==> config.mk <==
export PLATFORM = sky130hd
export DESIGN_NAME = cam_i2c_write_sequencer_flat
export DESIGN_NICKNAME = d
export VERILOG_FILES = /design/src/rtl/cam_i2c_write_sequencer_if.sv /design/src/rtl/cam_i2c_write_sequencer.sv /design/src/flat_wrapper.sv
export SDC_FILE = /design/constraint.sdc
export NUM_CORES = 1
export LEC_CHECK = 0
export BUFFER_PORTS_ARGS = -buffer_cell sky130_fd_sc_hd__clkbuf_2
export CELL_PAD_IN_SITES_DETAIL_PLACEMENT = 2
export CELL_PAD_IN_SITES_GLOBAL_PLACEMENT = 2
export CORE_ASPECT_RATIO = 1.1
export CORE_MARGIN = 1.5
export CORE_UTILIZATION = 36
export CTS_BUF_LIST = sky130_fd_sc_hd__clkbuf_8 sky130_fd_sc_hd__clkbuf_16
export CTS_CLUSTER_SIZE = 12
export DETAILED_ROUTE_END_ITERATION = 12
export HOLD_SLACK_MARGIN = 0.05
export PLACE_DENSITY = 0.94
export SLEW_MARGIN = 0
export SYNTH_ARGS = -nofsm -noshare
export SYNTH_HDL_FRONTEND = slang
export SYNTH_SLANG_ARGS = --single-unit
==> constraint.sdc <==
create_clock -name sysClk -period 4.01 [get_ports sysClk]
set_input_delay 0.2005 -clock sysClk [delete_from_list [all_inputs] [get_ports sysClk]]
set_output_delay 0.2005 -clock sysClk [all_outputs]
set_load 0.03 [all_outputs]
==> src/rtl/cam_i2c_write_sequencer_if.sv <==
// Command and I2C byte-stream signals between the control block, the write
// sequencer and the camera I2C master.
interface cam_i2c_write_sequencer_if;
    logic        cmd_valid;
    logic        cmd_ready;
    logic [7:0]  reg_addr;
    logic [63:0] reg_data;
    logic [3:0]  byte_count;
    logic        i2c_start;
    logic [7:0]  i2c_byte;
    logic        i2c_byte_valid;
    logic        ready_for_next_byte;
    logic        i2c_nack;
    logic        i2c_stop;
    logic        done;
    logic        error;
    logic        err_timeout;
    logic [3:0]  bytes_sent;

    modport slave (
        input  cmd_valid, reg_addr, reg_data, byte_count, ready_for_next_byte, i2c_nack,
        output cmd_ready, i2c_start, i2c_byte, i2c_byte_valid, i2c_stop,
               done, error, err_timeout, bytes_sent
    );

    modport master (
        output cmd_valid, reg_addr, reg_data, byte_count, ready_for_next_byte, i2c_nack,
        input  cmd_ready, i2c_start, i2c_byte, i2c_byte_valid, i2c_stop,
               done, error, err_timeout, bytes_sent
    );
endinterface

==> src/rtl/cam_i2c_write_sequencer.sv <==
// Streams one camera register write (address + up to 8 bytes) onto the I2C byte
// interface with per-byte timeout and NACK abort. Optional retry: CAM_WR_RETRY_EN.
module cam_i2c_write_sequencer #(
    parameter int TIMEOUT_CYCLES = 65535,
    parameter int CNT_W          = 16,
    parameter int MAX_RETRIES    = 2
) (
    input  logic sysClk,
    input  logic sysRst_n,
    cam_i2c_write_sequencer_if.slave bus
);

    if (TIMEOUT_CYCLES < 2) begin : g_bad_timeout
        $error("TIMEOUT_CYCLES must be at least 2");
    end
    if ((64'd1 << CNT_W) <= 64'(TIMEOUT_CYCLES)) begin : g_bad_cnt_w
        $error("CNT_W too narrow for TIMEOUT_CYCLES");
    end
    if (MAX_RETRIES < 0) begin : g_bad_retries
        $error("MAX_RETRIES must not be negative");
    end

    typedef enum logic [2:0] {
        S_IDLE, S_START, S_ADDR, S_DATA, S_STOP, S_DONE, S_ERR
    } state_t;

    state_t      r_state, w_state_next;
    logic [7:0]  r_addr;
    logic [63:0] r_data;
    logic [3:0]  r_n;
    logic [3:0]  r_bytes_sent;
    logic [CNT_W-1:0] r_cnt;
    logic        r_err;
    logic        r_err_timeout;

`ifdef CAM_WR_RETRY_EN
    localparam int RETRY_W = (MAX_RETRIES < 1) ? 1 : $clog2(MAX_RETRIES + 1);
    logic [RETRY_W-1:0] r_retry_cnt;
    logic w_retry;
    assign w_retry = r_err && (r_retry_cnt < RETRY_W'(MAX_RETRIES));
`endif

    logic       w_accept, w_presenting, w_nack, w_ack, w_tmo, w_last;
    logic [2:0] w_sel;

    assign w_accept     = (r_state == S_IDLE) && bus.cmd_valid;
    assign w_presenting = (r_state == S_ADDR) || (r_state == S_DATA);
    assign w_nack       = w_presenting && bus.i2c_nack;
    assign w_ack        = w_presenting && bus.ready_for_next_byte && !bus.i2c_nack;
    // Terminal count is one short of TIMEOUT_CYCLES-1 so the byte is shown for exactly TIMEOUT_CYCLES-1 cycles.
    assign w_tmo        = w_presenting && !bus.ready_for_next_byte &&
                          (r_cnt == CNT_W'(TIMEOUT_CYCLES - 2));
    assign w_last       = (r_bytes_sent == r_n - 4'd1);
    // Payload goes out MSB-byte first: byte k of N lives at slot N-1-k.
    assign w_sel        = 3'(r_n - r_bytes_sent - 4'd1);

    always_comb begin
        w_state_next = r_state;
        case (r_state)
            S_IDLE:  if (w_accept) w_state_next = S_START;
            S_START: w_state_next = S_ADDR;
            S_ADDR: begin
                if (w_nack)      w_state_next = S_ERR;
                else if (w_ack)  w_state_next = (r_n == 4'd0) ? S_STOP : S_DATA;
                else if (w_tmo)  w_state_next = S_ERR;
            end
            S_DATA: begin
                if (w_nack)      w_state_next = S_ERR;
                else if (w_ack)  w_state_next = w_last ? S_STOP : S_DATA;
                else if (w_tmo)  w_state_next = S_ERR;
            end
            S_ERR:   w_state_next = S_STOP;
`ifdef CAM_WR_RETRY_EN
            S_STOP:  w_state_next = w_retry ? S_START : S_DONE;
`else
            S_STOP:  w_state_next = S_DONE;
`endif
            S_DONE:  w_state_next = S_IDLE;
            default: w_state_next = S_IDLE;
        endcase
    end

    always_ff @(posedge sysClk or negedge sysRst_n) begin
        if (!sysRst_n) begin
            r_state       <= S_IDLE;
            r_addr        <= '0;
            r_data        <= '0;
            r_n           <= '0;
            r_bytes_sent  <= '0;
            r_cnt         <= '0;
            r_err         <= 1'b0;
            r_err_timeout <= 1'b0;
`ifdef CAM_WR_RETRY_EN
            r_retry_cnt   <= '0;
`endif
        end else begin
            r_state <= w_state_next;

            if (w_accept) begin
                r_addr        <= bus.reg_addr;
                r_data        <= bus.reg_data;
                r_n           <= (bus.byte_count > 4'd8) ? 4'd8 : bus.byte_count;
                r_bytes_sent  <= '0;
                r_err         <= 1'b0;
                r_err_timeout <= 1'b0;
`ifdef CAM_WR_RETRY_EN
                r_retry_cnt   <= '0;
`endif
            end

            if (r_state == S_START || w_ack)
                r_cnt <= '0;
            else if (w_presenting)
                r_cnt <= r_cnt + CNT_W'(1);

            if (w_ack && r_state == S_DATA)
                r_bytes_sent <= r_bytes_sent + 4'd1;

            if (w_nack || w_tmo)
                r_err <= 1'b1;
            if (w_tmo && !w_nack)
                r_err_timeout <= 1'b1;

`ifdef CAM_WR_RETRY_EN
            // A new attempt starts clean; only the final attempt's status is reported.
            if (r_state == S_STOP && w_retry) begin
                r_retry_cnt   <= r_retry_cnt + RETRY_W'(1);
                r_err         <= 1'b0;
                r_err_timeout <= 1'b0;
                r_bytes_sent  <= '0;
            end
`endif
        end
    end

    always_comb begin
        bus.i2c_byte = 8'h00;
        if (r_state == S_ADDR)
            bus.i2c_byte = r_addr;
        else if (r_state == S_DATA)
            bus.i2c_byte = r_data[{w_sel, 3'b000} +: 8];
    end

    assign bus.cmd_ready      = (r_state == S_IDLE);
    assign bus.i2c_start      = (r_state == S_START);
    assign bus.i2c_byte_valid = w_presenting;
    assign bus.i2c_stop       = (r_state == S_STOP);
    assign bus.done           = (r_state == S_DONE);
    assign bus.error          = (r_state == S_DONE) && r_err;
    assign bus.err_timeout    = r_err_timeout;
    assign bus.bytes_sent     = r_bytes_sent;

endmodule

==> src/flat_wrapper.sv <==
// flat-port wrapper written by rule: the top's interface ports become plain ports
module cam_i2c_write_sequencer_flat 
#(
    parameter int TIMEOUT_CYCLES = 65535,
    parameter int CNT_W          = 16,
    parameter int MAX_RETRIES    = 2
)
  (sysClk, sysRst_n, bus_cmd_valid, bus_reg_addr, bus_reg_data, bus_byte_count, bus_ready_for_next_byte, bus_i2c_nack, bus_cmd_ready, bus_i2c_start, bus_i2c_byte, bus_i2c_byte_valid, bus_i2c_stop, bus_done, bus_error, bus_err_timeout, bus_bytes_sent);
  cam_i2c_write_sequencer_if bus_i ();
  input  logic sysClk;
  input  logic sysRst_n;
  input wire logic [$bits(bus_i.cmd_valid)-1:0] bus_cmd_valid;
  input wire logic [$bits(bus_i.reg_addr)-1:0] bus_reg_addr;
  input wire logic [$bits(bus_i.reg_data)-1:0] bus_reg_data;
  input wire logic [$bits(bus_i.byte_count)-1:0] bus_byte_count;
  input wire logic [$bits(bus_i.ready_for_next_byte)-1:0] bus_ready_for_next_byte;
  input wire logic [$bits(bus_i.i2c_nack)-1:0] bus_i2c_nack;
  output wire logic [$bits(bus_i.cmd_ready)-1:0] bus_cmd_ready;
  output wire logic [$bits(bus_i.i2c_start)-1:0] bus_i2c_start;
  output wire logic [$bits(bus_i.i2c_byte)-1:0] bus_i2c_byte;
  output wire logic [$bits(bus_i.i2c_byte_valid)-1:0] bus_i2c_byte_valid;
  output wire logic [$bits(bus_i.i2c_stop)-1:0] bus_i2c_stop;
  output wire logic [$bits(bus_i.done)-1:0] bus_done;
  output wire logic [$bits(bus_i.error)-1:0] bus_error;
  output wire logic [$bits(bus_i.err_timeout)-1:0] bus_err_timeout;
  output wire logic [$bits(bus_i.bytes_sent)-1:0] bus_bytes_sent;
  assign bus_i.cmd_valid = bus_cmd_valid;
  assign bus_i.reg_addr = bus_reg_addr;
  assign bus_i.reg_data = bus_reg_data;
  assign bus_i.byte_count = bus_byte_count;
  assign bus_i.ready_for_next_byte = bus_ready_for_next_byte;
  assign bus_i.i2c_nack = bus_i2c_nack;
  assign bus_cmd_ready = bus_i.cmd_ready;
  assign bus_i2c_start = bus_i.i2c_start;
  assign bus_i2c_byte = bus_i.i2c_byte;
  assign bus_i2c_byte_valid = bus_i.i2c_byte_valid;
  assign bus_i2c_stop = bus_i.i2c_stop;
  assign bus_done = bus_i.done;
  assign bus_error = bus_i.error;
  assign bus_err_timeout = bus_i.err_timeout;
  assign bus_bytes_sent = bus_i.bytes_sent;
  cam_i2c_write_sequencer #(.TIMEOUT_CYCLES(TIMEOUT_CYCLES), .CNT_W(CNT_W), .MAX_RETRIES(MAX_RETRIES)) u_core (.sysClk(sysClk), .sysRst_n(sysRst_n), .bus(bus_i));
endmodule
# Yosys cells after proc, flatten, opt, wreduce, memory -nomap -nowiden
# Index checks and enable logic that the tools add are counted.
[totals]
register_bits = 101
output_inout_bits = 19
in_bits = 81
elab_cells = 64
[classes]
n_addsub = 5
n_reduce_logical = 21
shifts = 1
mux = 19
n_lt_le_gt_ge = 1
n_eq_ne = 9
[ops]
columns = ["operator", "count"]
rows = [
  ["$shiftx A64 B7 Y8", 1],
  ["$mux W16", 2],
  ["$mux W3", 8],
  ["$pmux W3 S6", 1],
  ["$add A16 B1 Y16 const B", 1],
  ["$eq A16 B16 Y1 const B", 1],
  ["$mux W8", 2],
  ["$mux W4", 3],
  ["$eq A3 B3 Y1 const B", 3],
  ["$logic_and A1 B1 Y1", 9],
  ["$reduce_bool A2 Y1", 4],
  ["$eq A3 B2 Y1 const B", 2],
  ["$add A4 B1 Y4 const B", 1],
  ["$eq A4 B4 Y1", 1],
  ["$gt A4 B4 Y1 const B", 1],
  ["$logic_not A4 Y1", 1],
  ["$sub A4 B1 Y4 const B", 1],
  ["$eq A3 B1 Y1 const B", 1],
  ["$logic_not A1 Y1", 3],
  ["$logic_not A3 Y1", 1],
  ["$logic_or A1 B1 Y1", 3],
  ["$mux W1", 3],
  ["$sub A3 B1 Y3 const B", 1],
  ["$sub A3 B3 Y3", 1],
  ["$ne A2 B1 Y1 const B", 1],
]

# Longest topological paths before layout
# Gate-level depths: netlist (run 1).
[depth]
depth_word = 8
ltp_mapped = 9
mapped_depth_nobuf = 7

# Least setup slack after synthesis (run 1)
# No wires, ideal clock.
[synth_path]
path_kind = "reg-to-output"
from = "register u_core.r_bytes_sent[0] (netlist: u_core.bus.bytes_sent[0])"
to = "output port bus_i2c_byte[5]"
stages_incl_launch_ff = 10
path_buffers = 2
t_arrival_ns = 2.579
setup_slack_ns = 1.230
t_required_ns = 3.809
cell_sequence = "dfrtp_1 -> inv_1 -> ha_1 -> inv_1 -> fa_1 -> buf_2 -> buf_1 -> mux4_2 -> mux2i_1 -> a21oi_1"
[synth_via]
elab_chain_len = 5
[synth_rtl]
columns = ["element", "line", "source"]
rows = [
  ["start: declaration", "cam_i2c_write_sequencer.sv:31", "logic [3:0] r_bytes_sent;"],
  ["start signal: assignment", "cam_i2c_write_sequencer.sv:117", "r_bytes_sent <= r_bytes_sent + 4'd1;"],
  ["$sub A3 B3 Y3", "cam_i2c_write_sequencer.sv:55", "assign w_sel = 3'(r_n - r_bytes_sent - 4'd1);"],
  ["$sub A3 B1 Y3", "cam_i2c_write_sequencer.sv:55", ""],
  ["$shiftx A64 B7 Y8", "cam_i2c_write_sequencer.sv:141", "bus.i2c_byte = r_data[{w_sel, 3'b000} +: 8];"],
  ["$mux W8", "cam_i2c_write_sequencer.sv:140", "else if (r_state == S_DATA)"],
  ["$mux W8", "cam_i2c_write_sequencer.sv:138", "if (r_state == S_ADDR)"],
  ["end: declaration", "flat_wrapper.sv:20", "output wire logic [$bits(bus_i.i2c_byte)-1:0] bus_i2c_byte;"],
]
# Every way passes these cells.

# Worst setup path in the final report (run 1)
[layout_path]
from = "register u_core.r_bytes_sent[0] (netlist: u_core.bus.bytes_sent[0])"
to = "output port bus_i2c_byte[3]"
# The elaborated chain is that of the path after synthesis.

==> metrics, run 1 <==
max incr delay on CP 1.13 ns; CP Class reg2out; share of post-route cells with drive strength above 1 22.64%; fin util 45.54%; main flop type after synthesis dfrtp_1; max-slew violations 0; Initial Util 37.35%; DRT antenna net count 0; HPWL after DPL 12440 um; Critical path buffers and inverters 3; grt ovf 0; die width 115.1 um; setup tns final 0 ns; vias in the first global route 5058; critical path endpoint category primary output; crit-path max FO 16; area of the multi-input gates 2266 um^2; # DRC 0; Tot GR Track Use 28.09%; cell count after synthesis 528; final setup vio count 0; worst clock skew 0.01035 ns; crit path DAT 3.25 ns; CTS root buf clkbuf_16; Synth Register Bits 101; register area 2527 um^2; DRT iter0 DRCs 266; initial antenna violation count 0; nets@finish 718; Port Buffer Count 99; CTS clock-pin slew for the worst setup and hold paths 0.07 ns; slowest CP cell fa_1; Num CTS Buffers 9; cts hold-fix bufs 18; global-route wire length before repair 29950 um; drt via density 5.402; Sink Count 101; Die Span Y 126.3 um; Relative slew margins 26.93%; post-synthesis net count 615; Max Fclk 289.6 MHz; fillers 1442; Max IR drop VDD 0.3224 mV; final hold violations 0; status complete, no violations; WL/cell 23.49 um; area grow syn2layout 21.93%; CTS tree yes; worst hold-check path type in2reg; PwrDens 839.6 nW/um^2; maximum clock insertion buffer count 2; WL final 19260 um; sequential area share after synthesis 50.79%; R2R setup slack 1.34 ns; leak pwr 0.003112 uW; Critical Path RT 3.81 ns; crit start category register; max-cap violations 0; Unique masters post-synth 47; post_cts resized 0; postcts setup bufs 0; worst slew pin tran 1.092 ns; number of cell rows 44; routability cong. 0.8075; Post-synth EDFFs 0; cell area after synthesis 4976 um^2; I/O Pins 100; Async SR Flop Fraction 100.0%; clk_lat worst skew 0.37 ns; Core Area 13320 um^2; Avg Cell Area, Syn 9.424 um^2; Critical Path, Cell by Cell inv_1 > ha_1 > inv_1 > fa_1 > mux4_2 > mux2i_1 > a21oi_1 > clkbuf_2; Detailed Routing Iterations Pass 1 4; via count 4430; largest net degree at the start of global routing 81; Synth Warn # 0; Die ar. 14540 um^2; Final period util 86.11%; Crit path max-delay family adder cells; most used cell, CP inv_1; min Tclk post-route 3.453 ns; H-tree depth 3; RSZ-0062 raised after global routing no; Antenna Cells 0
cells in the mapped netlist (all sizes together), types with 3 or more instances:
cell type  count  share of area [%]
nand3b         4               0.60
nand2        231                 17
mux2i          9                1.8
nor3           7               0.80
xor2           3               0.91
nor4           3               0.38
nand3          6               0.60
or3            6               0.75
inv           10               0.75
nand4          4               0.50
a21oi         19                1.9
and2           3               0.38
mux4          16                7.2
xnor2          9                2.0
dfrtp        101                 51
nor2          13               0.98
o21ai         17                1.7
o31ai          6               0.91
clkbuf        10               0.75
or4            5               0.75
nand4b         3                1.1
buf           19                2.2
ha             5                1.3
final timing paths:
check / end / cells past startpoint / startpoint
min reg2reg: u_core.r_data[46]$_DFFE_PN0P_ / 2 / u_core.r_data[46]$_DFFE_PN0P_
min in group asynchronous: u_core.r_cnt[13]$_DFFE_PN0P_ / 2 / sysRst_n
max in group asynchronous: u_core.r_data[1]$_DFFE_PN0P_ / 3 / sysRst_n
max: bus_i2c_byte[3] / 8 / u_core.bus.bytes_sent[0]$_DFFE_PN0P_
min: u_core.r_addr[5]$_DFFE_PN0P_ / 3 / bus_reg_addr[5]
max reg2reg: u_core.r_data[47]$_DFFE_PN0P_ / 5 / u_core.r_state[0]$_DFFE_PN0P_
registers in the layout, summed over array words and instances, names as in the netlist:
register / flops
u_core.bus.err_timeout: 1
u_core.r_err: 1
u_core.r_n: 4
u_core.r_cnt: 16
u_core.r_state: 3
u_core.r_data: 64
u_core.r_addr: 8
u_core.bus.bytes_sent: 4
kinds of logic (layout without fill, tap and decap cells):
| group | count (synthesis) | after routing | share of synthesized area, % |
|---|---|---|---|
| fa+ha+maj | 6 | 6 | 1.660 |
| mux | 26 | 26 | 9.278 |
| compound gates | 52 | 52 | 6.185 |
| buf+inv | 39 | 147 | 3.747 |
| simple gates | 292 | 292 | 25.47 |
| xor+xnor | 12 | 12 | 2.867 |
| flops | 101 | 101 | 50.79 |
power by group:
part / switching (uW) / total (uW) / internal, uW / leakage (uW)
Combinational: 1380 / 2310 / 930 / 0.00167
Sequential: 437 / 1850 / 1420 / 0.00129
Clock: 438 / 926 / 488 / 0.000148
per-stage QoR:
stage / area [um^2] / setup slack, ns / instances / power, uW / hold slack (ns)
after detailed placement: 5589 / 1.063 / 786 / 4037 / 0.3854
after floorplan: 4976 / 1.230 / 528 / 3315 / -0.09509
final: 6067 / 0.5571 / 820 / 5094 / 0.04649
after CTS: 6067 / 0.6287 / 820 / 5013 / 0.05001
after global placement: 5589 / 1.181 / 786 / 3797 / 0.3620
after global routing: 6067 / 0.4501 / 820 / 5367 / 0.06026
cell type report:
| class | instances | area share [%] |
|---|---|---|
| clock inverters | 7 | 1.196 |
| well taps | 184 | 3.795 |
| multi-input cells | 388 | 37.35 |
| inverters | 10 | 0.6187 |
| clock buffers | 9 | 3.712 |
| repair buffers | 121 | 11.67 |
| flip-flops and latches | 101 | 41.66 |
metal layers:
layer	share of wire (%)	vias up	routed length, um	GRT usage, %
li1	-	1960	-	-
met1	39	2297	7459	32.23
met2	54	123	10370	50.77
met3	3.1	50	603	5.017
met4	4.3	0	828	12.35
met5	0	-	0	0
layout by cell type, fill, tap and decap left out, types with 3 or more instances in the layout:
cell type / count
a21oi_1: 19
buf_4: 5
clkbuf_16: 9
clkbuf_2: 98
dfrtp_1: 101
dlygate4sd3_1: 18
ha_1: 5
inv_1: 10
inv_6: 3
mux2i_1: 9
mux4_2: 16
nand2_1: 230
nand3_1: 6
nand3b_1: 4
nand4_1: 4
nor2_1: 13
nor3_1: 6
nor4_1: 3
o21ai_0: 17
o31ai_1: 6
or3_1: 6
or4_1: 5
xnor2_1: 8
worst min-delay path, stage by stage:
cell	delay [ns]
clkbuf_2	0.09
nand2_1	0.05
nand2_1	0.05
(Power assumes the default switching activity.)
==> run 2, diff against run 1 <==
- ABC_AREA: not set -> 1
- CORE_MARGIN: 1.5 -> not set
- CORE_UTILIZATION: 36 -> 34
- PLACE_DENSITY: 0.94 -> 0.95
==> run 2 against run 1 <==
  * Sequential power is 6% lower
  * Clock skew is 0.0025 ns lower
  * Worst setup slack worse by 0.13 ns
  * Clock power is 2% higher
==> metrics, run 2 <==
post_cts resized 0 (unchanged); global-route wire length before repair 32170 um (+7.4%); Sink Count 101 (unchanged); most used cell, CP inv_1; fillers 1717 (+19%); maximum clock insertion buffer count 2 (unchanged); most frequent cells in the layout nand2_1 (300), dfrtp_1 (101), clkbuf_2 (98); RSZ-0062 raised after global routing no; cell area after placement 5827 um^2 (+4.3%); status complete, no violations; max incr delay on CP 1.21 ns (+0.08 ns); DRT iter0 DRCs 169 (-36%); most common cell in the netlist nand2_1; cts hold-fix bufs 20 (+2); CP Class reg2out; Unique masters post-synth 38 (-19%); Final period util 89.33% (+3.2 points); nets@finish 882 (+23%); grt ovf 0 (unchanged); largest net degree at the start of global routing 78 (-3.7%); crit path DAT 3.38 ns (+0.13 ns); setup tns final 0 ns (unchanged); initial antenna violation count 0 (unchanged); Critical Path, Cell by Cell inv_1 > ha_1 > inv_1 > fa_1 > o21ai_0 > o211ai_1 > nand3_1 > nand2_1 > clkbuf_2; Core Area 14680 um^2 (+10%); area share of the largest cell type after synthesis 48.77% (-2.0 points); final setup vio count 0 (unchanged); crit start category register; HPWL after DPL 13940 um (+12%); I/O Pins 100 (unchanged); CTS root buf clkbuf_16; Detailed Routing Iterations Pass 1 4 (unchanged); Initial Util 35.31% (-2.0 points); Avg Cell Area, Syn 7.533 um^2 (-20%); leak pwr 0.003330 uW (+7.0%); DRT antenna net count 0 (unchanged); PwrDens 830.0 nW/um^2 (-1.1%); postcts setup bufs 0 (unchanged); max-slew violations 0 (unchanged); main flop type after synthesis dfrtp_1; CTS clock-pin slew for the worst setup and hold paths 0.07 ns (about the same); share of post-route cells with drive strength above 1 16.63% (-6.0 points); worst hold-check path type in2async; Async SR Flop Fraction 100.0% (unchanged); Placed Cells 956 (+22%); worst slew pin tran 1.295 ns (+0.2032 ns); Max Fclk 279.2 MHz (-3.6%); number of cell rows 46 (+4.5%); routability cong. 0.8479 (+5.0%); via count 5198 (+17%); Die ar. 15740 um^2 (+8.3%); WL final 19980 um (+3.7%); slowest CP cell fa_1; Tot GR Track Use 26.73% (-1.4 points); Synth Register Bits 101 (unchanged); Critical Path RT 3.81 ns (about the same); # DRC 0 (unchanged); vias in the first global route 6038 (+19%); min Tclk post-route 3.582 ns (+0.1292 ns); most frequent cells after synthesis nand2_1 (301), dfrtp_1 (101), nor2_1 (76); Synth Warn # 0 (unchanged); area of the multi-input gates 2376 um^2 (+4.9%); Most flops, register u_core.r_data; max-cap violations 0 (unchanged); Port Buffer Count 99 (unchanged); commonest non-fill, non-tap cell in the layout nand2_1; register area 2527 um^2 (unchanged); Post-synth EDFFs 0 (unchanged); drt via density 5.240 (-3.0%); Relative slew margins 13.65% (-13 points); cell count after synthesis 688 (+30%); crit-path max FO 32 (+16); post-synthesis net count 775 (+26%); Die Span Y 131.5 um (+4.1%); Largest regs u_core.r_data: 64 flops, u_core.r_cnt: 16 flops, u_core.r_addr: 8 flops; synth top area cells dfrtp_1 (49%), nand2_1 (22%), nor2_1 (5.5%); final hold violations 0 (unchanged); die width 119.7 um (+4.0%); worst clock skew 0.007822 ns (-0.002529 ns); Antenna Cells 0 (unchanged); Layout Cells excl Fill 992 (+21%); WL/cell 20.14 um (-14%); final instance area 6337 um^2 (+4.5%); area grow syn2layout 22.28%; area leader, netlist dfrtp_1; H-tree depth 3 (unchanged); max reg flops 64 (unchanged); cell area after synthesis 5182 um^2 (+4.1%); critical path endpoint category primary output; CTS tree yes; Num CTS Buffers 9 (unchanged); sequential area share after synthesis 48.77% (-2.0 points); clk_lat worst skew 0.36 ns (about the same); Max IR drop VDD 0.3069 mV (-4.8%)
run 2: layout make-up:
cell class	instances	share of cell area (%)
clock buffer	10	3.771
clock inverter	6	1.125
inverter	42	2.567
multi-input combinational	519	37.49
sequential	101	39.88
tap	192	3.791
timing repair buffer	122	11.37
run 2: kinds of logic (layout without fill, tap and decap cells):
group / Yosys count / after routing / share of synthesized area, %
AO/OA/AOI/OAI: 76 / 76 / 8.571
XOR/XNOR: 8 / 8 / 1.352
adder cells (fa/ha/maj): 6 / 6 / 1.593
buffers and inverters: 68 / 180 / 5.432
flip-flops: 101 / 101 / 48.77
AND/OR/NAND/NOR: 429 / 429 / 34.28
run 2: per-stage QoR:
stage	hold WS, ns	utilization (%)	power (uW)	setup slack (ns)
2_1_floorplan	-0.09509	-	3381	1.626
3_3_place_gp	0.3951	39.70	3997	1.090
3_5_place_dp	0.4061	39.70	4250	0.8651
4_1_cts	0.05030	43.18	5289	0.3590
5_1_grt	0.05180	43.18	5636	0.1174
6_report	0.01793	43.18	5260	0.4278
run 2: path summary, 6_finish.rpt:
kind                                                 startpoint                                   end  slack (ns)  cells past startpoint
max                        u_core.bus.bytes_sent[0]$_DFFE_PN0P_                       bus_i2c_byte[4]        0.43                      9
min                                                    sysRst_n  u_core.bus.bytes_sent[3]$_DFFE_PN0P_        0.02                      1
max reg2reg                u_core.bus.bytes_sent[0]$_DFFE_PN0P_         u_core.r_state[2]$_DFFE_PN0P_        1.27                      9
min reg2reg                       u_core.r_data[38]$_DFFE_PN0P_         u_core.r_data[38]$_DFFE_PN0P_        0.49                      2
max in group asynchronous                              sysRst_n         u_core.r_data[45]$_DFFE_PN0P_        3.00                      2
min in group sysClk                             bus_reg_addr[0]          u_core.r_addr[0]$_DFFE_PN0P_        0.05                      3
run 2: power breakdown:
group          leakage [uW]  switching [uW]  internal [uW]
registers           0.00129             323           1410
clock network      0.000145             434            507
logic               0.00190            1810            769
run 2: routing by layer:
metal  wire length, um  vias up  track usage [%]
li1                  -     2387                -
met1              7743     2649            29.19
met2             11000      121            50.42
met3               521       41            3.906
met4               708        0            11.53
met5                 0        -                0
run 2: worst max-delay path: cells and delay by family, from the launching register on:
family / cells / cell delay (ns)
buffers and inverters: 3 / 0.38
and+or+nand+nor: 2 / 0.28
AOI/OAI and AO/OA: 2 / 0.57
adders and majority gates: 2 / 1.37
DFF: 1 / 0.41
==> run 3, diff against run 2 <==
- CORE_UTILIZATION: 34 -> 35
- CTS_BUF_LIST: sky130_fd_sc_hd__clkbuf_8 sky130_fd_sc_hd__clkbuf_16 -> sky130_fd_sc_hd__clkbuf_2
==> run 3 against run 2 <==
  * Global-route usage increased by 7.5 points
  * Design area rose by 7.6%
  * Largest cell class unchanged
  * Non-clock buffer count increased by 67
  * Core utilization increased by 4.0 points
  * Clock skew grew 0.040 ns
  * Sequential share of layout area decreased by 2.8 points
  * Register-to-register slack worse by 0.55 ns
  * Sequential power is 3% higher
  * Clock-buffer cell count stayed put
  * Combinational power up 12%
  * First-iteration DRC count grew 67%
==> metrics, run 3 (same netlist as run 2, synthesis figures left out) <==
commonest non-fill, non-tap cell in the layout nand2_1; met3 Resource Use GR 6.338% (+2.4 points); via count 5755 (+11%); Num CTS Buffers 9 (unchanged); max-cap violations 0 (unchanged); Final period util 93.65% (+4.3 points); most frequent cells in the layout nand2_1 (300), clkbuf_2 (108), dfrtp_1 (101); initial antenna violation count 0 (unchanged); cell area after placement 5849 um^2 (+0.39%); leak pwr 0.003524 uW (+5.8%); # DRC 0 (unchanged); nets@finish 949 (+7.6%); met2 Track Usage GR 65.02% (+15 points); Max Fclk 266.3 MHz (-4.6%); CTS root buf clkbuf_2; min Tclk post-route 3.755 ns (+0.1733 ns); fillers 1647 (-4.1%); Layout Cells excl Fill 1059 (+6.8%); GR Util met1 36.40% (+7.2 points); maximum clock insertion buffer count 2 (unchanged); worst hold-check path type in2async; WL/cell 23.93 um (+19%); post-layout worst setup margin 0.2545 ns (-0.1733 ns); HPWL after DPL 13620 um (-2.3%); crit start category register; global-route wire length before repair 39120 um (+22%); CP Class reg2out; Critical Path RT 3.81 ns (about the same); crit path launch u_core.bus.bytes_sent[0]$_DFFE_PN0P_; PwrDens 769.7 nW/um^2 (-7.3%); Max IR drop VDD 0.2957 mV (-3.7%); DRT antenna net count 0 (unchanged); final setup vio count 0 (unchanged); drt via density 5.434 (+3.7%); register area 2527 um^2 (unchanged); Die Span Y 129.6 um (-1.4%); crit path DAT 3.55 ns (+0.17 ns); CTS tree yes; Sink Count 101 (unchanged); share of post-route cells with drive strength above 1 15.80% (-0.82 points); die width 118.0 um (-1.4%); grt ovf 0 (unchanged); max reg flops 64 (unchanged); H-tree depth 3 (unchanged); busiest grt layer met2; setup tns final 0 ns (unchanged); Tot GR Track Use 34.26% (+7.5 points); max-slew violations 0 (unchanged); area of the multi-input gates 2379 um^2 (+0.11%); Reg-to-Reg Start u_core.bus.bytes_sent[0]$_DFFE_PN0P_; critical path endpoint category primary output; Antenna Cells 0 (unchanged); final instance area 6817 um^2 (+7.6%); DRT iter0 DRCs 282 (+67%); worst slew pin tran 0.9365 ns (-0.3587 ns); status complete, no violations; final hold violations 0 (unchanged); Placed Cells 959 (+0.31%); R2R setup slack 0.72 ns (-0.55 ns); worst reg-to-reg path cell count 12 (+3); RSZ-0062 raised after global routing no; CTS clock-pin slew for the worst setup and hold paths 0.31 ns (+0.24 ns); Detailed Routing Iterations Pass 1 4 (unchanged); routability cong. 0.8497 (+0.21%); Relative slew margins 37.23% (+24 points); Largest regs u_core.r_data: 64 flops, u_core.r_cnt: 16 flops, u_core.r_addr: 8 flops; WL final 25340 um (+27%); I/O Pins 100 (unchanged); clk_lat worst skew 0.66 ns (+0.30 ns); vias in the first global route 6774 (+12%); largest net degree at the start of global routing 78 (unchanged); Initial Util 35.87% (+0.56 points); r2r endpoint u_core.r_state[0]$_DFFE_PN0P_; Die ar. 15300 um^2 (-2.8%); worst clock skew 0.04778 ns (+0.03995 ns); Port Buffer Count 99 (unchanged); Core Area 14450 um^2 (-1.6%); Most flops, register u_core.r_data; crit-path max FO 33 (+3.1%); area grow syn2layout 31.53%; dpl ws 1.032 ns (+0.1672 ns); number of cell rows 46 (unchanged); CP Capture Point bus_i2c_byte[0]
[run 3: cell count changes in the layout (fill, tap and decap cells not counted), sizes merged]
cell,delta
buf,+3
dlygate4sd3,+64
[run 3: power by group]
group / leakage [uW] / internal (uW) / switching [uW]
sequential: 0.00129 / 1410 / 388
combinational: 0.00216 / 852 / 2030
clock: 0.0000721 / 153 / 413
total: 0.00352 / 2410 / 2830
[run 3: stage by stage]
step / util, % / power [uW] / hold WS, ns
6_report: 47.19 / 5247 / 0.1153
5_1_grt: 47.19 / 5527 / 0.1784
2_1_floorplan: - / 3381 / -0.09509
3_5_place_dp: 40.49 / 4259 / 0.3449
3_3_place_gp: 40.49 / 4005 / 0.3349
4_1_cts: 47.14 / 4922 / 0.1620
[run 3: worst max-delay path: stages (launching register included)]
cell and delay [ns]:
dfrtp_1 0.51, inv_1 0.12, ha_1 0.30, buf_4 0.34, clkinvlp_4 0.61, o21ai_0 0.36
o211ai_1 0.16, nand3_1 0.21, nand2_1 0.09, clkbuf_2 0.19
[run 3: layer usage]
| metal | wire length [um] | share of wire [%] | vias to the layer above |
|---|---|---|---|
| li1 | - | - | 2513 |
| met4 | 1237 | 4.9 | 0 |
| met1 | 9709 | 38 | 2946 |
| met2 | 13450 | 53 | 209 |
| met3 | 944 | 3.7 | 87 |
| met5 | 0 | 0 | - |
[run 3: worst min path at each step]
stage                   from                              endpoint  slack, ns
floorplan           sysRst_n  u_core.bus.bytes_sent[0]$_DFFE_PN0P_       -0.1
global placement    sysRst_n  u_core.bus.bytes_sent[3]$_DFFE_PN0P_       0.33
detailed placement  sysRst_n  u_core.bus.bytes_sent[3]$_DFFE_PN0P_       0.34
CTS                 sysRst_n          u_core.r_data[7]$_DFFE_PN0P_       0.16
global route        sysRst_n             u_core.r_n[1]$_DFFE_PN0P_       0.18
finish              sysRst_n             u_core.r_n[1]$_DFFE_PN0P_       0.12
[run 3: area by class of cell]
type | instances | area share, %
flip-flops and latches | 101 | 37.08
multi-input cells | 519 | 34.89
repair buffers | 189 | 20.30
well taps | 192 | 3.524
inverters | 42 | 2.441
clock inverters | 6 | 1.028
clock buffers | 10 | 0.7342
[run 3: what timing repair did]
| item | in CTS | in global routing |
|---|---|---|
| endpoints found under the setup margin | 0 | 8 |
| resized for setup | 0 | 2 |
| hold buffers | 84 | 0 |
| buffers inserted | 0 | 0 |
| endpoints found under the hold margin | 141 | 0 |
